### src/rtl/contador_param_if.sv
// Bus bundle for contador_param: event strobes, clear and read request in,
// read response and sticky overflow flags out.
interface contador_param_if #(
    parameter int NUM_CH = 5,
    parameter int CNT_W  = 6,
    parameter int IDX_W  = 3
) ();
    logic [NUM_CH-1:0] push;
    logic              clr;
    logic              req;
    logic [IDX_W-1:0]  idx;
    logic [CNT_W-1:0]  data;
    logic              valid;
    logic              err;
    logic [NUM_CH-1:0] overflow;

    modport master (
        output push, clr, req, idx,
        input  data, valid, err, overflow
    );

    modport slave (
        input  push, clr, req, idx,
        output data, valid, err, overflow
    );
endinterface

### src/rtl/contador_param.sv
// Multi-channel event counter with a registered one-cycle read port,
// selectable wrap/saturate behaviour, optional clear-on-read and sticky overflow flags.
module contador_param #(
    parameter int NUM_CH        = 5,
    parameter int CNT_W         = 6,
    parameter int IDX_W         = 3,
    parameter int SATURATE      = 0,
    parameter int CLEAR_ON_READ = 0
) (
    input logic            clk,
    input logic            reset_L,
    contador_param_if.slave bus
);
    localparam logic [CNT_W-1:0] CNT_ZERO = {CNT_W{1'b0}};
    localparam logic [CNT_W-1:0] CNT_ONE  = {{(CNT_W-1){1'b0}}, 1'b1};
    localparam logic [CNT_W-1:0] CNT_MAX  = {CNT_W{1'b1}};

    typedef enum logic [0:0] {
        IDLE = 1'b0,
        READ = 1'b1
    } state_t;

    state_t            state_r;
    state_t            state_nxt_s;
    logic [CNT_W-1:0]  cnt_r     [NUM_CH];
    logic [CNT_W-1:0]  cnt_nxt_s [NUM_CH];
    logic [NUM_CH-1:0] ovf_r;
    logic [NUM_CH-1:0] ovf_nxt_s;
    logic [NUM_CH-1:0] rd_hit_s;
    logic [CNT_W-1:0]  rd_val_s;
    logic              idx_ok_s;
    logic [CNT_W-1:0]  data_r;
    logic [CNT_W-1:0]  data_nxt_s;
    logic              valid_r;
    logic              valid_nxt_s;
    logic              err_r;
    logic              err_nxt_s;

    // Decode the requested channel; an index with no matching channel is out of range
    always_comb begin
        rd_hit_s = {NUM_CH{1'b0}};
        rd_val_s = CNT_ZERO;
        for (int ch = 0; ch < NUM_CH; ch++) begin
            if (bus.idx == IDX_W'(ch)) begin
                rd_hit_s[ch] = 1'b1;
                rd_val_s     = cnt_r[ch];
            end else begin
                rd_hit_s[ch] = 1'b0;
            end
        end
        idx_ok_s = |rd_hit_s;
    end

    // Per-channel next count: clear beats clear-on-read, which beats a plain push
    always_comb begin
        for (int ch = 0; ch < NUM_CH; ch++) begin
            cnt_nxt_s[ch] = cnt_r[ch];
            ovf_nxt_s[ch] = ovf_r[ch];
            if (bus.clr) begin
                cnt_nxt_s[ch] = CNT_ZERO;
                ovf_nxt_s[ch] = 1'b0;
            end else if ((CLEAR_ON_READ != 0) && bus.req && rd_hit_s[ch]) begin
                cnt_nxt_s[ch] = bus.push[ch] ? CNT_ONE : CNT_ZERO;
                ovf_nxt_s[ch] = 1'b0;
            end else if (bus.push[ch]) begin
                if (cnt_r[ch] == CNT_MAX) begin
                    ovf_nxt_s[ch] = 1'b1;
                    cnt_nxt_s[ch] = (SATURATE != 0) ? CNT_MAX : CNT_ZERO;
                end else begin
                    cnt_nxt_s[ch] = cnt_r[ch] + CNT_ONE;
                end
            end else begin
                cnt_nxt_s[ch] = cnt_r[ch];
                ovf_nxt_s[ch] = ovf_r[ch];
            end
        end
    end

    // Read FSM next state and registered read response; data holds when idle
    always_comb begin
        state_nxt_s = state_r;
        data_nxt_s  = data_r;
        valid_nxt_s = 1'b0;
        err_nxt_s   = 1'b0;
        case (state_r)
            IDLE: begin
                if (bus.req) begin
                    state_nxt_s = READ;
                end else begin
                    state_nxt_s = IDLE;
                end
            end
            READ: begin
                if (bus.req) begin
                    state_nxt_s = READ;
                end else begin
                    state_nxt_s = IDLE;
                end
            end
            default: state_nxt_s = IDLE;
        endcase
        if (bus.req) begin
            if (idx_ok_s) begin
                data_nxt_s  = rd_val_s;
                valid_nxt_s = 1'b1;
            end else begin
                data_nxt_s = CNT_ZERO;
                err_nxt_s  = 1'b1;
            end
        end else begin
            data_nxt_s = data_r;
        end
    end

    // FSM and read response registers
    always_ff @(posedge clk or negedge reset_L) begin
        if (!reset_L) begin
            state_r <= IDLE;
            data_r  <= CNT_ZERO;
            valid_r <= 1'b0;
            err_r   <= 1'b0;
        end else begin
            state_r <= state_nxt_s;
            data_r  <= data_nxt_s;
            valid_r <= valid_nxt_s;
            err_r   <= err_nxt_s;
        end
    end

    // Counter and overflow registers
    always_ff @(posedge clk or negedge reset_L) begin
        if (!reset_L) begin
            for (int ch = 0; ch < NUM_CH; ch++) begin
                cnt_r[ch] <= CNT_ZERO;
            end
            ovf_r <= {NUM_CH{1'b0}};
        end else begin
            for (int ch = 0; ch < NUM_CH; ch++) begin
                cnt_r[ch] <= cnt_nxt_s[ch];
            end
            ovf_r <= ovf_nxt_s;
        end
    end

    assign bus.data     = data_r;
    assign bus.valid    = valid_r;
    assign bus.err      = err_r;
    assign bus.overflow = ovf_r;
endmodule

### src/flat_wrapper.sv
// flat-port wrapper written by rule: the top's interface ports become plain ports
module contador_param_flat 
#(
    parameter int NUM_CH        = 5,
    parameter int CNT_W         = 6,
    parameter int IDX_W         = 3,
    parameter int SATURATE      = 0,
    parameter int CLEAR_ON_READ = 0
)
  (clk, reset_L, bus_push, bus_clr, bus_req, bus_idx, bus_data, bus_valid, bus_err, bus_overflow);
  contador_param_if #(.NUM_CH(NUM_CH), .CNT_W(CNT_W), .IDX_W(IDX_W)) bus_i ();
  input logic clk;
  input logic reset_L;
  input wire logic [$bits(bus_i.push)-1:0] bus_push;
  input wire logic [$bits(bus_i.clr)-1:0] bus_clr;
  input wire logic [$bits(bus_i.req)-1:0] bus_req;
  input wire logic [$bits(bus_i.idx)-1:0] bus_idx;
  output wire logic [$bits(bus_i.data)-1:0] bus_data;
  output wire logic [$bits(bus_i.valid)-1:0] bus_valid;
  output wire logic [$bits(bus_i.err)-1:0] bus_err;
  output wire logic [$bits(bus_i.overflow)-1:0] bus_overflow;
  assign bus_i.push = bus_push;
  assign bus_i.clr = bus_clr;
  assign bus_i.req = bus_req;
  assign bus_i.idx = bus_idx;
  assign bus_data = bus_i.data;
  assign bus_valid = bus_i.valid;
  assign bus_err = bus_i.err;
  assign bus_overflow = bus_i.overflow;
  contador_param #(.NUM_CH(NUM_CH), .CNT_W(CNT_W), .IDX_W(IDX_W), .SATURATE(SATURATE), .CLEAR_ON_READ(CLEAR_ON_READ)) u_core (.clk(clk), .reset_L(reset_L), .bus(bus_i));
endmodule
### config.mk
export PLATFORM = sky130hd
export DESIGN_NAME = contador_param_flat
export DESIGN_NICKNAME = d
export VERILOG_FILES = /design/src/rtl/contador_param_if.sv /design/src/rtl/contador_param.sv /design/src/flat_wrapper.sv
export SDC_FILE = /design/constraint.sdc
export NUM_CORES = 1
export LEC_CHECK = 0
export CAP_MARGIN = 20
export CORE_MARGIN = 8
export CORE_UTILIZATION = 35
export DETAILED_ROUTE_END_ITERATION = 10
export GPL_TIMING_DRIVEN = 1
export PLACE_DENSITY_LB_ADDON = 0.15
export SLEW_MARGIN = 40
export SYNTH_ARGS = -nofsm -noshare
export SYNTH_HDL_FRONTEND = slang
export SYNTH_SLANG_ARGS = --single-unit
### constraint.sdc
create_clock -name clk -period 1.4 [get_ports clk]
set_clock_uncertainty 0.05 [all_clocks]
set_input_delay 0.42 -clock clk [delete_from_list [all_inputs] [get_ports clk]]
set_output_delay 0.42 -clock clk [all_outputs]
set_load 0.02 [all_outputs]
==> run metrics, run 1 <==
kind of critical path=flip-flop to output pin; CP Buf/Inv Count=1; first-pass GRT wire length=8.45 mm; Post-Syn Instances=226; YS warnings=0; CP max stage delay=0.36 ns; Final nets=298; final period utilization=97.6%; Fin Hold WS=0.0373 ns; Post-DP HPWL=3.65 mm; Synth Net Count=243; Vias/cell=just over 5; Post-synth EDFFs=0; Tot GR Track Use=11.7%; most frequent cell after synthesis=dfrtp_1; syn_area_per_cell=~9.9 um2; Bufs on Longest Clock Path=2; post-synthesis sequential area ratio=48.0%; initial antenna violation count=0; routed wire length=5.12 mm; share of layout cells above drive strength 1=27.3%; antenna-violating nets left=0; # DRC=0; crit-path leading delay family=flip-flops; Arr. time, crit path=0.90 ns; Die Y-Extent=96.0 um; Max Slew Vio Count=0; max cap viols=0; Syn-to-layout area delta=28.0%; Synth async-reset ratio=100%; worst-path cell chain=clkdlybuf4s15_2; H-tree levels=2; global route overflow=0; Root Driver=clkbuf_8; Crit Path Max Fanout=1; number of standard cells in the final layout excluding fillers=359; Setup violations, final=0; FMAX=732 MHz; Leak=1.35 nW; drt wl/cell=14.2 um; CTS buffer count=5; I/O Buffers=24; Num Clock Sinks=between 40 and 50; Initial Util=35.7%; Clock transition at path regs=0.08 ns; area share of the largest cell type after synthesis=48.0%; CP startpoint kind=flip-flop; ranking of synthesized cells by area=dfrtp_1 (48%), nor2_1 (5.7%), xor2_1 (4.3%); die area=~9200 um2; Final Critical Period=1.37 ns; routability cong.=0.846; WP data required=0.93 ns; Final Hold Viols=0; Main synth FF type=dfrtp_1; HP Class=input port to async pin; Top Ports=25; Mapped Area=2240 um2; Util after Layout=45.7%; pwr dens=893 nW/um2; # hold bufs at CTS=0; placed cell count=345; slowest CP cell=dfrtp_1; top post-synthesis cells by count=dfrtp_1 (43), nor2_1 (34), nand2_1 (21); Core Footprint=~6300 um2; Peak supply drop=0.414 mV; Yosys top cell by area=dfrtp_1; status=completed; Unique masters post-synth=40; floorplan die width=96.0 um; DP Worst Slack=-0.691 ns; num rows=29; drt first pass iters=4; DR iter-0 viols=63; Worst-Margin Slew=0.274 ns; worst slew margin relative to its limit=81.7%; CTS tree=yes; Antenna diodes=0; routed via count=1819; Yosys reg bits=43; maximum number of pins on one net before global-route repair=44; reg-to-reg setup timing slack=0.05 ns; vias in the first global route=1821; clk_lat worst skew=between 0.2 and 0.3 ns; CP Capture Type=output pin; Final WS setup=0.0336 ns
metrics by stage:
step | TNS (ns) | power, W | cell area, um2
2_1_floorplan | 0 | 0.00152 | 2240
3_3_place_gp | -10.36 | 0.00170 | 2740
3_5_place_dp | -10.80 | 0.00171 | 2740
4_1_cts | 0 | 0.00258 | 2820
5_1_grt | -0.00100 | 0.00267 | 2870
6_report | 0 | 0.00256 | 2870
state kept, by name, indices dropped and copies added, names as in the netlist:
| signal | cells |
|---|---|
| u_core.bus.valid | 1 |
| u_core.bus.data | 6 |
| u_core.bus.err | 1 |
| u_core.bus.overflow | 5 |
| u_core.cnt_r | 30 |
layer usage:
layer | share of wire (%) | vias up | GRT usage (%)
li1 | - | 917 | -
met1 | 49 | 867 | 14.5
met2 | 45 | 28 | 19.0
met3 | 4.1 | 7 | 2.57
met4 | 1.3 | 0 | 4.99
met5 | 0 | - | 0
path summary, 6_finish.rpt:
| kind | from | end | depth (start not counted) |
|---|---|---|---|
| worst max-delay path | u_core.bus.valid$_DFF_PN0_ | bus_valid | 1 |
| worst min-delay path | reset_L | u_core.bus.valid$_DFF_PN0_ | 2 |
| worst max register to register | u_core.cnt_r[6]$_DFFE_PN0P_ | u_core.cnt_r[9]$_DFFE_PN0P_ | 5 |
| worst min register to register | u_core.bus.overflow[3]$_DFFE_PN0P_ | u_core.bus.overflow[3]$_DFFE_PN0P_ | 2 |
| max in group asynchronous | reset_L | u_core.cnt_r[6]$_DFFE_PN0P_ | 2 |
| min in group clk | u_core.bus.overflow[3]$_DFFE_PN0P_ | u_core.bus.overflow[3]$_DFFE_PN0P_ | 2 |
logic make-up after synthesis:
logic type,after synthesis,share of synthesized area (%)
mux,11,7.65
flops,43,48.0
fa+ha+maj,5,2.79
buf+inv,15,3.41
xor+xnor,14,5.47
simple gates,101,22.1
compound gates,37,10.6
cell type report:
type                       count  area (um2)
clock buffer                   8         100
fill                         620        3410
inverter                       3        11.3
multi-input combinational    168        1120
sequential                    43        1080
tap                           77        96.3
timing repair buffer          60         463
cell usage in the layout, fill, tap and decap left out, types with 7 or more instances in the layout:
cell type	netlist	layout
a21oi_1	14	11
dfrtp_1	43	41
nor3_1	7	7
xor2_1	11	11
nand4_1	9	9
buf_4	0	34
nand3_1	7	7
buf_2	3	14
nand2_1	21	21
clkbuf_8	0	7
nor2_1	34	34
mux2i_1	7	7
power breakdown:
group	total [W]	switching (W)	leakage (nW)	internal, W
sequential	0.00132	0.0000351	0.580	0.00128
combinational	0.000359	0.000186	0.720	0.000173
clock	0.000883	0.000431	0.0515	0.000451
timing repair:
item                                    CTS  global route
pin swaps                                 1             4
buffers inserted                          3             3
gates resized for setup                  59            14
endpoints found under the setup margin   22            11
worst reg2reg max path: stages, from the launching register on:
cell	delay (ns)
dfrtp_2	0.44
ha_2	0.20
and2_4	0.16
nand2_1	0.09
nand2_1	0.07
a311oi_2	0.25
(Power assumes the default switching activity.)
==> run 2, diff against run 1 <==
- CORE_MARGIN: 8 -> not set
==> run metrics, run 2 (same netlist as run 1, synthesis figures left out) <==
worst slew margin relative to its limit=82.1%; multi-input logic area=1100 um2; Final Critical Period=1.40 ns; Post-DP HPWL=3.55 mm; Bufs on Longest Clock Path=2; Vias/cell=5.12; CTS tree=yes; Leak=1.33 nW; Syn-to-layout area delta=26.6%; die area=around 6700 um2; CP max stage delay=0.49 ns; DR iter-0 viols=99; drt wl/cell=13.9 um; first-pass GRT wire length=between 8 and 9 mm; share of layout cells above drive strength 1=25.7%; I/O Buffers=24; Clock transition at path regs=0.08 ns; Initial Util=37.0%; drt first pass iters=4; Arr. time, crit path=1.54 ns; Max Slew Vio Count=0; routability cong.=between 0.7 and 0.8; Biggest register=u_core.cnt_r; CP startpoint kind=flip-flop; status=completed; crit-path leading delay family=multiplexers; # hold bufs at CTS=0; maximum number of pins on one net before global-route repair=44; Root Driver=clkbuf_8; global route overflow=0; placed cell count=343; slowest CP cell=mux4_2; Die Y-Extent=82.0 um; CP Buf/Inv Count=1; Tot GR Track Use=16.5%; Num Clock Sinks=43; floorplan die width=82.0 um; RSZ-0062 raised after global routing=yes; max cap viols=0; Util after Layout=46.8%; Final nets=296; kind of critical path=flip-flop to flip-flop; Core Footprint=between 6000 and 7000 um2; num rows=28; Setup violations, final=0; pwr dens=942 nW/um2; register area=1080 um2; antenna-violating nets left=0; FILL cells=about 610; routed via count=1816; Peak supply drop=0.351 mV; initial antenna violation count=0; commonest cells after routing, fill and taps aside=dfrtp_1 (41), nor2_1 (34), buf_4 (32); vias in the first global route=roughly 1700; CTS buffer count=5; number of standard cells in the final layout excluding fillers=355; CP Capture Type=flip-flop; max reg flops=30; final period utilization=99.8%; H-tree levels=2; clk_lat worst skew=0.29 ns; Final Total Pwr=0.00267 W; worst-path cell chain=buf_6 -> mux4_2 -> a22oi_2 -> a21oi_1; FMAX=716 MHz; HP Class=input port to async pin; Antenna diodes=0; Final Hold Viols=0; # DRC=0; most common cell after layout, fill and taps aside=dfrtp_1; Top Ports=25; Worst-Margin Slew=0.269 ns; Crit Path Max Fanout=4; routed wire length=4.93 mm; WP data required=1.54 ns
run 2: changes by cell type in the layout (fill, tap and decap cells not counted), sizes merged:
cell	before	now
bufinv	0	1
clkinv	0	1
buf	50	49
clkdlybuf4s50	5	7
dlygate4sd2	1	2
dlymetal6s2s	2	0
clkbuf	8	6
clkdlybuf4s15	2	0
run 2: per-layer routing:
| metal | wire, um | up-vias | GRT usage [%] |
|---|---|---|---|
| met5 | 0 | - | 0 |
| met4 | 56 | 0 | 4.74 |
| met3 | 164 | 5 | 3.78 |
| met2 | 2220 | 28 | 25.5 |
| met1 | 2490 | 868 | 22.9 |
| li1 | - | 915 | - |
run 2: final cells by class:
class | instances | area share, %
multi-input combinational | 168 | 38.8
timing repair buffer | 58 | 15.3
clock buffer | 6 | 2.91
clock inverter | 2 | 1.24
tap | 75 | 3.31
inverter | 3 | 0.397
sequential | 43 | 38.0
run 2: worst reg2reg max path, stage by stage, from the launching register on:
cell and delay [ns]:
dfrtp_1 0.42, buf_6 0.13, mux4_2 0.49, a22oi_2 0.13, a21oi_1 0.08
run 2: final timing paths:
kind                                               startpoint                                  to  slack [ns]  cells past startpoint
setup / recovery                  u_core.cnt_r[7]$_DFFE_PN0P_      u_core.bus.data[1]$_DFFE_PN0P_       0.002                      4
hold / removal                                        reset_L         u_core.cnt_r[7]$_DFFE_PN0P_        0.04                      2
setup reg to reg                  u_core.cnt_r[7]$_DFFE_PN0P_      u_core.bus.data[1]$_DFFE_PN0P_       0.002                      4
hold reg to reg            u_core.bus.overflow[0]$_DFFE_PN0P_  u_core.bus.overflow[0]$_DFFE_PN0P_        0.44                      2
max in group asynchronous                             reset_L        u_core.cnt_r[24]$_DFFE_PN0P_        1.04                      2
min in group clk           u_core.bus.overflow[0]$_DFFE_PN0P_  u_core.bus.overflow[0]$_DFFE_PN0P_        0.44                      2
run 2: through the flow:
stage | cell area (um2) | setup slack, ns | setup TNS [ns] | hold WS (ns)
3_3_place_gp | 2740 | -0.672 | -9.60 | 0.369
5_1_grt | 2840 | -0.0484 | -0.0831 | 0.0500
4_1_cts | 2810 | 0.00277 | 0 | 0.0428
3_5_place_dp | 2740 | -0.720 | -10.05 | 0.368
6_report | 2840 | 0.00244 | 0 | 0.0371
2_1_floorplan | 2240 | 0.0104 | 0 | 0.0744
run 2: where the power goes:
| part | switching, W | internal (W) | total [W] |
|---|---|---|---|
| Combinational | 0.000184 | 0.000168 | 0.000352 |
| Clock | 0.000422 | 0.000577 | 0.000999 |
| Sequential | 0.0000355 | 0.00128 | 0.00132 |
run 2: timing repair:
item                                    4_1_cts  5_1_grt
endpoints found under the setup margin       22        9
endpoints found under the hold margin         0        0
gates resized for setup                      57       10
setup buffers                                 1        3
pin swaps                                     2        1
==> run 3, diff against run 2 <==
- CORE_MARGIN: not set -> 2
==> run metrics, run 3 (same netlist as run 1, synthesis figures left out) <==
final period utilization=96.4%; Worst-Margin Slew=0.267 ns; HP Class=input port to async pin; num rows=29; Tot GR Track Use=15.5%; Core Footprint=6280 um2; Vias/cell=just over 5; Sw Ratio=26.5%; CP Buf/Inv Count=1; CP max stage delay=0.49 ns; crit-path leading delay family=buffers and inverters; most common cell after layout, fill and taps aside=dfrtp_1; Sequential Power Share=53.8%; multi-input logic area=1100 um2; Crit Path Max Fanout=2; routed via count=1808; # DRC=0; R2R depth=3; Clock transition at path regs=0.08 ns; Util after Layout=45.0%; vias in the first global route=1795; Bufs on Longest Clock Path=2; clk_lat worst skew=~0.30 ns; fin area=2820 um2; status=completed; initial antenna violation count=0; combinational share of power=14.4%; CP Capture Type=flip-flop; register area=1080 um2; Antenna diodes=0; setup TNS=0 ns; worst slew margin relative to its limit=82.2%; CTS tree=yes; Reg-to-Reg End=u_core.bus.data[0]$_DFFE_PN0P_; floorplan die width=84.0 um; routability cong.=0.777; I/O Buffers=24; Root Driver=clkbuf_8; commonest cells after routing, fill and taps aside=dfrtp_1 (41), nor2_1 (34), buf_4 (33); Setup violations, final=0; Fin Hold WS=0.0377 ns; Post-DP HPWL=3.57 mm; H-tree levels=2; crit path launch=bus_push[4]; kind of critical path=input port to flip-flop; reg-to-reg setup timing slack=0.05 ns; critical path depth=4; DP Area=2750 um2; Top Ports=25; FILL cells=644; Pint=between 0.0015 and 0.002 W; Final Hold Viols=0; Num Clock Sinks=43; global route overflow=0; Initial Util=35.7%; R2R Path Start=u_core.cnt_r[24]$_DFFE_PN0P_; Final Total Pwr=0.00246 W; drt wl/cell=about 14 um; share of layout cells above drive strength 1=about a quarter; worst-path cell chain=clkdlybuf4s50_1 -> nand4_1 -> or3_1 -> a21oi_1; Peak supply drop=0.395 mV; Biggest register=u_core.cnt_r; Leak=1.33 nW; Final nets=298; CP startpoint kind=input port; pwr dens=between 800 and 900 nW/um2; drt first pass iters=4; max reg flops=30; # hold bufs at CTS=0; max cap viols=0; clock share of power=31.7%; antenna-violating nets left=0; DR iter-0 viols=118; die area=7060 um2; first-pass GRT wire length=8.69 mm; CTS buffer count=5; Max Slew Vio Count=0; Syn-to-layout area delta=26.1%; Die Y-Extent=84.0 um; routed wire length=5.05 mm; slowest CP cell=clkdlybuf4s50_1; FMAX=741 MHz; Arr. time, crit path=1.52 ns; maximum number of pins on one net before global-route repair=44; Final Critical Period=roughly 1.4 ns; NetSw=0.000652 W; WP data required=between 1.5 and 2 ns
[run 3: final cells by class]
type                            count  share of cell area (%)
Sequential cell                    43                    38.2
Clock inverter                      1                   0.177
Clock buffer                        7                    2.70
Tap cell                           77                    3.41
Timing Repair Buffer               60                    16.0
Inverter                            3                   0.399
Multi-Input combinational cell    168                    39.1
[run 3: how the worst max path moves through the flow]
stage | to | slack, ns
5_1_grt | u_core.cnt_r[23]$_DFFE_PN0P_ | -0.007
6_report | u_core.cnt_r[5]$_DFFE_PN0P_ | 0.05
3_3_place_gp | u_core.bus.data[4]$_DFFE_PN0P_ | -0.63
3_5_place_dp | u_core.bus.data[4]$_DFFE_PN0P_ | -0.67
2_1_floorplan | u_core.bus.data[1]$_DFFE_PN0P_ | 0.01
4_1_cts | u_core.cnt_r[9]$_DFFE_PN0P_ | 0.006
[run 3: repair_timing]
item	in CTS	in global routing
setup buffers	2	3
gates resized for setup	56	13
endpoints found under the setup margin	21	11
endpoints found under the hold margin	0	0
pin swaps	1	4
[run 3: power by group through the flow]
stage / sequential, W / combinational [W] / clock (W)
after detailed placement: 0.00135 / 0.000360 / 0
after global placement: 0.00135 / 0.000358 / 0
after CTS: 0.00132 / 0.000349 / 0.000819
after floorplan: 0.00136 / 0.000152 / 0
after global routing: 0.00133 / 0.000397 / 0.000877
final: 0.00132 / 0.000355 / 0.000781
[run 3: worst reg2reg max path, delay by kind of cell (launching register included)]
kind,cells,cell delay [ns]
AOI/OAI and AO/OA,2,0.23
DFF,1,0.45
muxes,1,0.51
[run 3: routing by layer]
metal	GRT usage, %	part of all wire, %	up-vias
li1	-	-	922
met1	21.7	50	855
met2	23.9	45	26
met3	2.77	2.7	5
met4	6.16	1.5	0
met5	0	0	-
[run 3: stage by stage]
stage | std cells | setup WS, ns
floorplan | 226 | 0.0104
global placement | 346 | -0.629
detailed placement | 346 | -0.671
CTS | 356 | 0.00578
global route | 359 | -0.00701
finish | 359 | 0.0499
